===== config.mk =====
export PLATFORM = sky130hd
export DESIGN_NAME = uart_top_rx
export DESIGN_NICKNAME = d
export VERILOG_FILES = /design/src/rtl/uart_pkg.sv /design/src/rtl/uart_rx.sv /design/src/rtl/uart_top_rx.sv
export SDC_FILE = /design/constraint.sdc
export NUM_CORES = 1
export LEC_CHECK = 0
export CAP_MARGIN = 5
export CORE_MARGIN = 2
export CORE_UTILIZATION = 30
export DETAILED_ROUTE_END_ITERATION = 16
export PLACE_DENSITY_LB_ADDON = 0.05
export SYNTH_ARGS = -nofsm -noshare
export SYNTH_HDL_FRONTEND = slang
export SYNTH_SLANG_ARGS = --single-unit
export TNS_END_PERCENT = 5

===== constraint.sdc =====
create_clock -name i_clk -period 4.35 [get_ports i_clk]
set_input_delay 0.87 -clock i_clk [delete_from_list [all_inputs] [get_ports i_clk]]
set_output_delay 0.87 -clock i_clk [all_outputs]
set_load 0.01 [all_outputs]

===== src/rtl/uart_pkg.sv =====
// rtl/uart_pkg.sv - shared UART defaults, ASCII constants and state encodings
package uart_pkg;

    localparam int DEF_CLK_FREQ  = 100_000_000;
    localparam int DEF_BAUD_RATE = 9600;
    localparam int DEF_CHAR_COUNT = 32;

    localparam logic [7:0] ASCII_0  = 8'h30;
    localparam logic [7:0] ASCII_UA = 8'h41;
    localparam logic [7:0] ASCII_LA = 8'h61;
    localparam logic [7:0] ASCII_CR = 8'h0D;
    localparam logic [7:0] ASCII_LF = 8'h0A;
    localparam logic [7:0] ASCII_SP = 8'h20;

    typedef enum logic [1:0] {
        RX_IDLE,
        RX_START,
        RX_DATA,
        RX_STOP
    } rx_state_t;

    typedef enum logic [1:0] {
        S_IDLE,
        S_COLLECT,
        S_DONE
    } asm_state_t;

endpackage


===== src/rtl/uart_rx.sv =====
// rtl/uart_rx.sv - 8N1 receiver with input synchronizer and one-cycle byte strobe
module uart_rx
    import uart_pkg::*;
#(
    parameter int CLKS_PER_BIT = 10
) (
    input  logic       clk,
    input  logic       reset_n,
    input  logic       rxd,
    output logic       strobe,
    output logic [7:0] rx_byte,
    output logic       frame_err
);

    localparam int CW = $clog2(CLKS_PER_BIT + 1);
    localparam logic [CW-1:0] BIT_LAST  = CW'(CLKS_PER_BIT - 1);
    localparam logic [CW-1:0] HALF_LAST = CW'(CLKS_PER_BIT / 2 - 1);

    logic            sync_a;
    logic            sync_b;
    logic            rxd_prev;
    rx_state_t       state;
    logic [CW-1:0]   clk_cnt;
    logic [2:0]      bit_idx;

    // Two-flop synchronizer plus one delayed copy for falling-edge detection; idles high.
    always_ff @(posedge clk) begin
        if (!reset_n) begin
            sync_a   <= 1'b1;
            sync_b   <= 1'b1;
            rxd_prev <= 1'b1;
        end else begin
            sync_a   <= rxd;
            sync_b   <= sync_a;
            rxd_prev <= sync_b;
        end
    end

    // Bit-timing FSM: half-bit start check, centre-sampled data and stop bits.
    always_ff @(posedge clk) begin
        if (!reset_n) begin
            state     <= RX_IDLE;
            clk_cnt   <= '0;
            bit_idx   <= '0;
            rx_byte   <= '0;
            strobe    <= 1'b0;
            frame_err <= 1'b0;
        end else begin
            strobe <= 1'b0;
            case (state)
                RX_IDLE: begin
                    clk_cnt <= '0;
                    bit_idx <= '0;
                    if (rxd_prev && !sync_b) begin
                        state <= RX_START;
                    end
                end
                RX_START: begin
                    if (clk_cnt == HALF_LAST) begin
                        clk_cnt <= '0;
                        state   <= sync_b ? RX_IDLE : RX_DATA;
                    end else begin
                        clk_cnt <= clk_cnt + 1'b1;
                    end
                end
                RX_DATA: begin
                    if (clk_cnt == BIT_LAST) begin
                        clk_cnt <= '0;
                        rx_byte <= {sync_b, rx_byte[7:1]};
                        bit_idx <= bit_idx + 1'b1;
                        if (bit_idx == 3'd7) begin
                            state <= RX_STOP;
                        end
                    end else begin
                        clk_cnt <= clk_cnt + 1'b1;
                    end
                end
                RX_STOP: begin
                    if (clk_cnt == BIT_LAST) begin
                        clk_cnt   <= '0;
                        strobe    <= 1'b1;
                        frame_err <= ~sync_b;
                        state     <= RX_IDLE;
                    end else begin
                        clk_cnt <= clk_cnt + 1'b1;
                    end
                end
                default: state <= RX_IDLE;
            endcase
        end
    end

endmodule


===== src/rtl/uart_top_rx.sv =====
// rtl/uart_top_rx.sv - hex-character UART receiver assembling 128-bit blocks
module uart_top_rx
    import uart_pkg::*;
#(
    parameter int CLK_FREQ      = DEF_CLK_FREQ,
    parameter int BAUD_RATE     = DEF_BAUD_RATE,
    parameter int CHAR_COUNT    = DEF_CHAR_COUNT,
    parameter int TIMEOUT_CHARS = 20
) (
    input  logic                    i_clk,
    input  logic                    i_reset_n,
    input  logic                    i_uart_rxd,
    output logic [4*CHAR_COUNT-1:0] o_data,
    output logic                    o_data_valid,
    output logic                    o_error,
    output logic                    o_busy
);

    localparam int CLKS_PER_BIT = CLK_FREQ / BAUD_RATE;
    localparam int TMO_CYCLES   = TIMEOUT_CHARS * 10 * CLKS_PER_BIT;
    localparam int CNT_W        = $clog2(CHAR_COUNT) + 1;
    localparam int TMO_W        = $clog2(TMO_CYCLES + 1);
    localparam int DW           = 4 * CHAR_COUNT;
    localparam logic [CNT_W-1:0] CNT_LAST = CNT_W'(CHAR_COUNT - 1);
    localparam logic [TMO_W-1:0] TMO_LAST = TMO_W'(TMO_CYCLES - 1);

    logic             strobe;
    logic [7:0]       rx_byte;
    logic             frame_err;
    logic             is_hex;
    logic             is_ws;
    logic [3:0]       nibble;
    asm_state_t       state;
    logic [DW-1:0]    shift;
    logic [CNT_W-1:0] char_cnt;
    logic [TMO_W-1:0] tmo_cnt;

    uart_rx #(
        .CLKS_PER_BIT(CLKS_PER_BIT)
    ) u_rx (
        .clk      (i_clk),
        .reset_n  (i_reset_n),
        .rxd      (i_uart_rxd),
        .strobe   (strobe),
        .rx_byte  (rx_byte),
        .frame_err(frame_err)
    );

    // ASCII hex decode; whitespace is recognised separately so it can be skipped.
    always_comb begin
        is_hex = 1'b0;
        nibble = 4'h0;
        is_ws  = (rx_byte == ASCII_CR) || (rx_byte == ASCII_LF) || (rx_byte == ASCII_SP);
        if (rx_byte >= ASCII_0 && rx_byte <= ASCII_0 + 8'd9) begin
            is_hex = 1'b1;
            nibble = 4'(rx_byte - ASCII_0);
        end else if (rx_byte >= ASCII_UA && rx_byte <= ASCII_UA + 8'd5) begin
            is_hex = 1'b1;
            nibble = 4'(rx_byte - ASCII_UA + 8'd10);
        end else if (rx_byte >= ASCII_LA && rx_byte <= ASCII_LA + 8'd5) begin
            is_hex = 1'b1;
            nibble = 4'(rx_byte - ASCII_LA + 8'd10);
        end
    end

    // Block assembler: collects hex nibbles, publishes full blocks, discards on bad input or timeout.
    always_ff @(posedge i_clk) begin
        if (!i_reset_n) begin
            state        <= S_IDLE;
            shift        <= '0;
            char_cnt     <= '0;
            tmo_cnt      <= '0;
            o_data       <= '0;
            o_data_valid <= 1'b0;
            o_error      <= 1'b0;
        end else begin
            o_data_valid <= 1'b0;
            o_error      <= 1'b0;
            if (strobe && (frame_err || (!is_hex && !is_ws))) begin
                shift    <= '0;
                char_cnt <= '0;
                tmo_cnt  <= '0;
                o_error  <= 1'b1;
                state    <= S_IDLE;
            end else if (strobe && is_hex) begin
                shift   <= {shift[DW-5:0], nibble};
                tmo_cnt <= '0;
                if (char_cnt == CNT_LAST) begin
                    o_data       <= {shift[DW-5:0], nibble};
                    o_data_valid <= 1'b1;
                    char_cnt     <= '0;
                    state        <= S_DONE;
                end else begin
                    char_cnt <= char_cnt + 1'b1;
                    state    <= S_COLLECT;
                end
            end else if (state == S_COLLECT) begin
                // Whitespace lands here too, so it never restarts the idle timer.
                if (tmo_cnt == TMO_LAST) begin
                    shift    <= '0;
                    char_cnt <= '0;
                    tmo_cnt  <= '0;
                    o_error  <= 1'b1;
                    state    <= S_IDLE;
                end else begin
                    tmo_cnt <= tmo_cnt + 1'b1;
                end
            end else if (state == S_DONE) begin
                state <= S_IDLE;
            end
        end
    end

    assign o_busy = (state == S_COLLECT);

endmodule

==> results of run 1 <==
## power breakdown
part	switching (W)	internal, W	leakage [nW]
combinational	0.0000526	0.0000102	1.70
sequential	0.00000266	0.00289	2.54
clock	0.00123	0.00188	0.616
total	0.00129	0.00478	4.85
## metrics by stage
stage,area (um^2),std cells
after global routing,14100,1788
final,14100,1788
after CTS,14100,1788
after global placement,12900,1719
after detailed placement,12900,1719
after floorplan,11200,1187
## flip-flops by register name, indices dropped and copies added (netlist names), 2 cells and up, named ones only
name,cells
u_rx.bit_idx,3
u_rx.clk_cnt,14
u_rx.rx_byte,8
state,2
o_data,128
char_cnt,6
tmo_cnt,21
shift,124
## Yosys cell counts, drive strengths merged, types with 2 or more instances
library cell  number  share of area [%]
nand3             27                1.2
a21oi            137                6.1
nand4             15               0.84
xnor2             11               0.86
inv                9               0.30
and4               2               0.16
nor2b              3               0.17
buf               41                1.8
o21ai              5               0.22
nor2              57                1.9
or4                2               0.13
or2                3               0.17
ha                 9                1.0
dfxtp            315                 56
and3               6               0.34
clkbuf            42                1.4
a22oi              4               0.27
nand3b             5               0.34
nand2            279                9.4
a211oi             2               0.13
a31oi              6               0.34
a22o             120                9.4
nand4bb            2               0.20
and2               5               0.28
or3                4               0.22
mux2i             10               0.90
nand2b             5               0.28
nor4               3               0.22
o211ai             2               0.13
xor2              20                1.6
nor3               8               0.40
a2111oi            2               0.49
nor3b              2               0.13
o311ai             2               0.22
mux2               3               0.30
a32oi              2               0.16
a2111o             2               0.20
## layout make-up
cell class | count | share of cell area (%)
Sequential cell | 315 | 44.6
Multi-Input combinational cell | 780 | 31.7
Timing Repair Buffer | 147 | 10.5
Clock buffer | 60 | 8.16
Tap cell | 468 | 4.14
Clock inverter | 9 | 0.655
Inverter | 9 | 0.257
## cells by family after synthesis
group,count (synthesis),share of synthesized area [%]
adder cells (fa/ha/maj),9,1.01
flip-flops,315,56.5
multiplexers,13,1.20
buffers and inverters,92,3.56
AO/OA/AOI/OAI,294,18.5
AND/OR/NAND/NOR,433,16.8
XOR/XNOR,31,2.43
## routing by layer
metal / routed length, um / vias to the layer above / GRT usage, %
met4: 497 / 0 / 3.95
met3: 1190 / 38 / 2.99
met2: 12900 / 146 / 23.7
met5: 0 / - / 0
li1: - / 4343 / -
met1: 14200 / 4073 / 20.6
## final timing paths
path | start | end | slack (ns) | cells past startpoint
worst max-delay path | u_rx.rx_byte[1] | o_data[86] | 1.52 | 8
worst min-delay path | u_rx.sync_a | u_rx.sync_b | 0.41 | 1
worst max register to register | u_rx.rx_byte[1] | o_data[86] | 1.52 | 8
worst min register to register | u_rx.sync_a | u_rx.sync_b | 0.41 | 1
==> results.py, run 1 <==
metrics = {
    "run_status": {
        "run_status": "completed",
    },
    "placed_design": {
        "routabilityCongestion": 0.728,
        "dp_slack_ns": 1.02,
        "portBuffers": 133,
        "hpwl_um": 17800,
    },
    "setup_path": {
        "arrival_ns": 3.27,
        "cp_max_fo": 73,
        "startpoint_type": "flip-flop",
        "cp_slowest_cell": "a2111oi_4",
        "critPathTopFamily": "compound AO/OA/AOI/OAI gates",
        "path_buf_inv": 2,
        "crit_chain": "inv_1 -> ha_1 -> o21bai_1 -> a2111o_1 -> a2111oi_4 -> buf_12 -> nand2_1 -> a21oi_1",
        "crit_required_ns": 4.79,
        "max_stage_delay_ns": 0.64,
        "critPathKind": "flip-flop to flip-flop",
        "end_kind": "flip-flop",
    },
    "timing": {
        "whs_ns": 0.407,
        "rsz0062_at_grt": "false",
        "timing.final.setup_violations": 0,
        "worst_slew_pin_slew_ns": 1.06,
        "tns_ns": 0,
        "fin_skew_ns": 0.0197,
        "hold_viol": 0,
        "timing.final.crit_period_ns": 2.83,
        "fmax_ghz": 0.354,
        "period_share_pct": 65.0,
        "relSlewSlack_pct": 29.3,
        "worst_slack_ns": 1.52,
        "slew_violations": 0,
    },
    "final_layout": {
        "fillCellCount": 3710,
        "syn_to_final_growth_pct": 26.5,
        "multi_input_comb_area_mm2": 0.00447,
        "n_antenna_cell": 0,
        "seq_area_mm2": 0.00631,
        "drive_gt1_share_pct": 6.97,
        "fin_nets": 1303,
        "mostFrequentLayoutCells": "dfxtp_1, nand2_1, a21oi_1",
        "final_common_cell": "dfxtp_1",
        "fin_util_pct": 38.6,
    },
    "clock_tree": {
        "cts.sinks": 315,
        "cts_root_buffer": "clkbuf_16",
        "cts_resized": 0,
        "clk_latency_ns": 0.53,
        "cts_tree": "done",
        "cts_made_buffers": 38,
        "clk_pin_slew_ns": 0.05,
        "ctsLongestPathBuffers": 3,
        "post_cts_buffers": 0,
        "htreeDepth": 2,
        "cts_hold_buffers": 0,
    },
    "global_routing": {
        "grt_pass1_wl_um": 46900,
        "gr-total-overflow": 0,
        "grt_max_degree": 93,
        "antenna_found_initial": 0,
        "grt_usage_pct": 14.9,
        "grt_pass1_vias": 8467,
    },
    "synthesis": {
        "synth_warnings": 0,
        "synthesis.nets": 1199,
        "ys.flop_type": "dfxtp_1",
        "synth_edf_count": 0,
        "syn_inst": 1187,
        "ys_types": 58,
        "syn_avg_cell_area_um2": 9.41,
        "synth-seq-cells": 315,
        "async_reset_ff_share_pct": 0,
        "synth_seq_area_share_pct": 56.5,
        "syn-cell-area_mm2": 0.0112,
    },
    "run": {
        "drv_cap": 0,
    },
    "route": {
        "vias_per_cell": 4.81,
        "dr.pass1.iters": 4,
        "first_iter_violations": 415,
        "vias": 8600,
        "wl_per_cell_um": 16.1,
        "postRouteAntennaNets": 0,
        "routed_wl_um": 28700,
        "post-route-drc-count": 0,
    },
    "worst_hold_path": {
        "hp-class": "flip-flop to flip-flop",
    },
    "floorplanning": {
        "num_rows": 70,
        "core_area_mm2": 0.0366,
        "start_util_pct": 30.5,
        "dieArea_mm2": 0.0388,
        "ios": 134,
        "die_y_um": 197,
        "fp.dieW_um": 197,
    },
    "power": {
        "vdd_drop_max_uv": 191,
        "power_density_mw_per_mm2": 429,
        "p_total_w": 0.00607,
        "p_leak_nw": 4.85,
    },
}
No activity file was read; power rests on OpenSTA's default activity.
==> inputs of run 2 (changes only) <==
==> constraint.sdc (replaced) <==
create_clock -name i_clk -period 2.65 [get_ports i_clk]
set_input_delay 0.53 -clock i_clk [delete_from_list [all_inputs] [get_ports i_clk]]
set_output_delay 0.53 -clock i_clk [all_outputs]
set_load 0.01 [all_outputs]
==> run 2 against run 1 <==
Wire length grew 0.38%. Via count is 0.27% lower. Largest cell class unchanged. Combinational power grew 94%. Clock power grew 46%. Critical path type unchanged.
==> results.py, run 2 (synthesis results as in run 1) <==
metrics = {
    "run_status": {
        "run_status": "completed",
    },
    "floorplanning": {
        "start_util_pct": 30.5,
        "ios": 134,
        "dieArea_mm2": 0.0388,
        "fp.dieW_um": 197,
        "core_area_mm2": 0.0366,
        "die_y_um": 197,
        "num_rows": 70,
    },
    "route": {
        "wl_met1_um": 14500,
        "dr.pass1.iters": 6,
        "first_iter_violations": 454,
        "routed_wl_um": 28800,
        "postRouteAntennaNets": 0,
        "vias_per_cell": 4.78,
        "wl_per_cell_um": 16.1,
        "vias": 8577,
        "met2_wirelength_um": 12800,
        "post-route-drc-count": 0,
        "highest_layer": "met4",
        "wl_met3_um": 1030,
    },
    "final_layout": {
        "final_cells": 1793,
        "regMostFlops": "o_data",
        "drive_gt1_share_pct": 7.40,
        "n_antenna_cell": 0,
        "final_common_cell": "dfxtp_1",
        "largest_reg_flops": 128,
        "final_area_mm2": 0.0142,
        "mostFrequentLayoutCells": "dfxtp_1, nand2_1, a21oi_1",
        "fin_nets": 1316,
        "syn_to_final_growth_pct": 27.0,
        "reg_top3": "o_data (128), shift (124), tmo_cnt (21)",
    },
    "timing": {
        "period_share_pct": 92.8,
        "rsz0062_at_grt": "true",
        "worst_slew_pin_slew_ns": 0.652,
        "fin_skew_ns": 0.0178,
        "tns_ns": 0,
        "timing.final.crit_period_ns": 2.46,
        "relSlewSlack_pct": 56.5,
        "slew_violations": 0,
        "timing.final.setup_violations": 0,
        "hold_viol": 0,
        "fmax_ghz": 0.407,
        "worst_slack_ns": 0.191,
    },
    "clock_tree": {
        "clk_latency_ns": 0.51,
        "cts_hold_buffers": 0,
        "post_cts_buffers": 0,
        "clk_pin_slew_ns": 0.06,
        "cts_resized": 0,
        "cts.sinks": 315,
        "cts_made_buffers": 36,
        "cts_tree": "done",
        "cts_root_buffer": "clkbuf_16",
        "htreeDepth": 2,
        "ctsLongestPathBuffers": 3,
    },
    "run": {
        "drv_cap": 0,
    },
    "placed_design": {
        "place_inst": 1734,
        "dpl_cell_area_mm2": 0.0131,
        "portBuffers": 133,
        "dp_slack_ns": 0.139,
        "hpwl_um": 18100,
        "routabilityCongestion": 0.805,
    },
    "setup_path": {
        "cp_max_fo": 43,
        "startpoint_type": "flip-flop",
        "critPathKind": "flip-flop to flip-flop",
        "end_kind": "flip-flop",
        "crit_required_ns": 3.09,
        "arrival_ns": 2.90,
    },
    "power": {
        "vdd_drop_max_uv": 348,
        "p_total_w": 0.00943,
        "p_leak_nw": 4.87,
        "power_density_mw_per_mm2": 665,
    },
    "global_routing": {
        "grt_usage_pct": 14.7,
        "grt_pass1_wl_um": 46000,
        "antenna_found_initial": 0,
        "grt_max_degree": 93,
        "gr-total-overflow": 0,
        "grt_pass1_vias": 8192,
    },
    "worst_hold_path": {
        "hp-class": "flip-flop to flip-flop",
    },
}
==> run 2: cell types whose count changed in the layout (fill, tap and decap cells not counted) <==
cell | previous run | this run
buf_12 | 4 | 11
buf_16 | 0 | 1
buf_4 | 10 | 17
bufinv_16 | 1 | 0
clkbuf_1 | 10 | 9
clkbuf_16 | 38 | 36
clkbuf_8 | 12 | 6
clkinv_2 | 4 | 5
inv_6 | 2 | 1
==> run 2: where the power goes <==
group	switching [W]	internal [W]	total (W)
clock network	0.00190	0.00267	0.00456
logic	0.0000916	0.0000308	0.000122
registers	0.00000438	0.00474	0.00474
total	0.00199	0.00744	0.00943
==> run 2: final cells by class <==
class / instances / area [um^2]
clock buffer: 51 / 1020
clock inverter: 8 / 58.8
inverter: 9 / 36.3
tap: 468 / 586
sequential: 315 / 6310
fill: 3682 / 22400
multi-input combinational: 780 / 4470
timing repair buffer: 162 / 1710
==> run 2: worst paths after layout <==
check	endpoint	startpoint	depth (start not counted)	slack [ns]
setup / recovery	o_data[46]	u_rx.rx_byte[0]	9	0.19
hold reg to reg	u_rx.sync_b	u_rx.sync_a	1	0.41
setup reg to reg	o_data[46]	u_rx.rx_byte[0]	9	0.19
hold / removal	u_rx.sync_b	u_rx.sync_a	1	0.41
==> run 2: worst max-delay path: stages (launching register included) <==
cell and delay, ns:
dfxtp_1 0.36, inv_1 0.15, ha_1 0.21, o21bai_1 0.12, a2111o_1 0.46, a2111oi_4 0.42, buf_12 0.21, buf_16 0.21
nand2_1 0.09, a21oi_1 0.13
==> run 2: layer usage <==
layer	vias to the layer above	GRT usage, %
li1	4351	-
met1	4068	21.0
met2	129	22.7
met3	29	2.79
met4	0	3.87
met5	-	0
==> run 2: per-stage QoR <==
step,utilization (%),hold slack [ns]
after CTS,38.7,0.416
after global routing,38.7,0.417
final,38.7,0.412
after detailed placement,35.8,0.401
after global placement,35.8,0.409
after floorplan,-,0.386
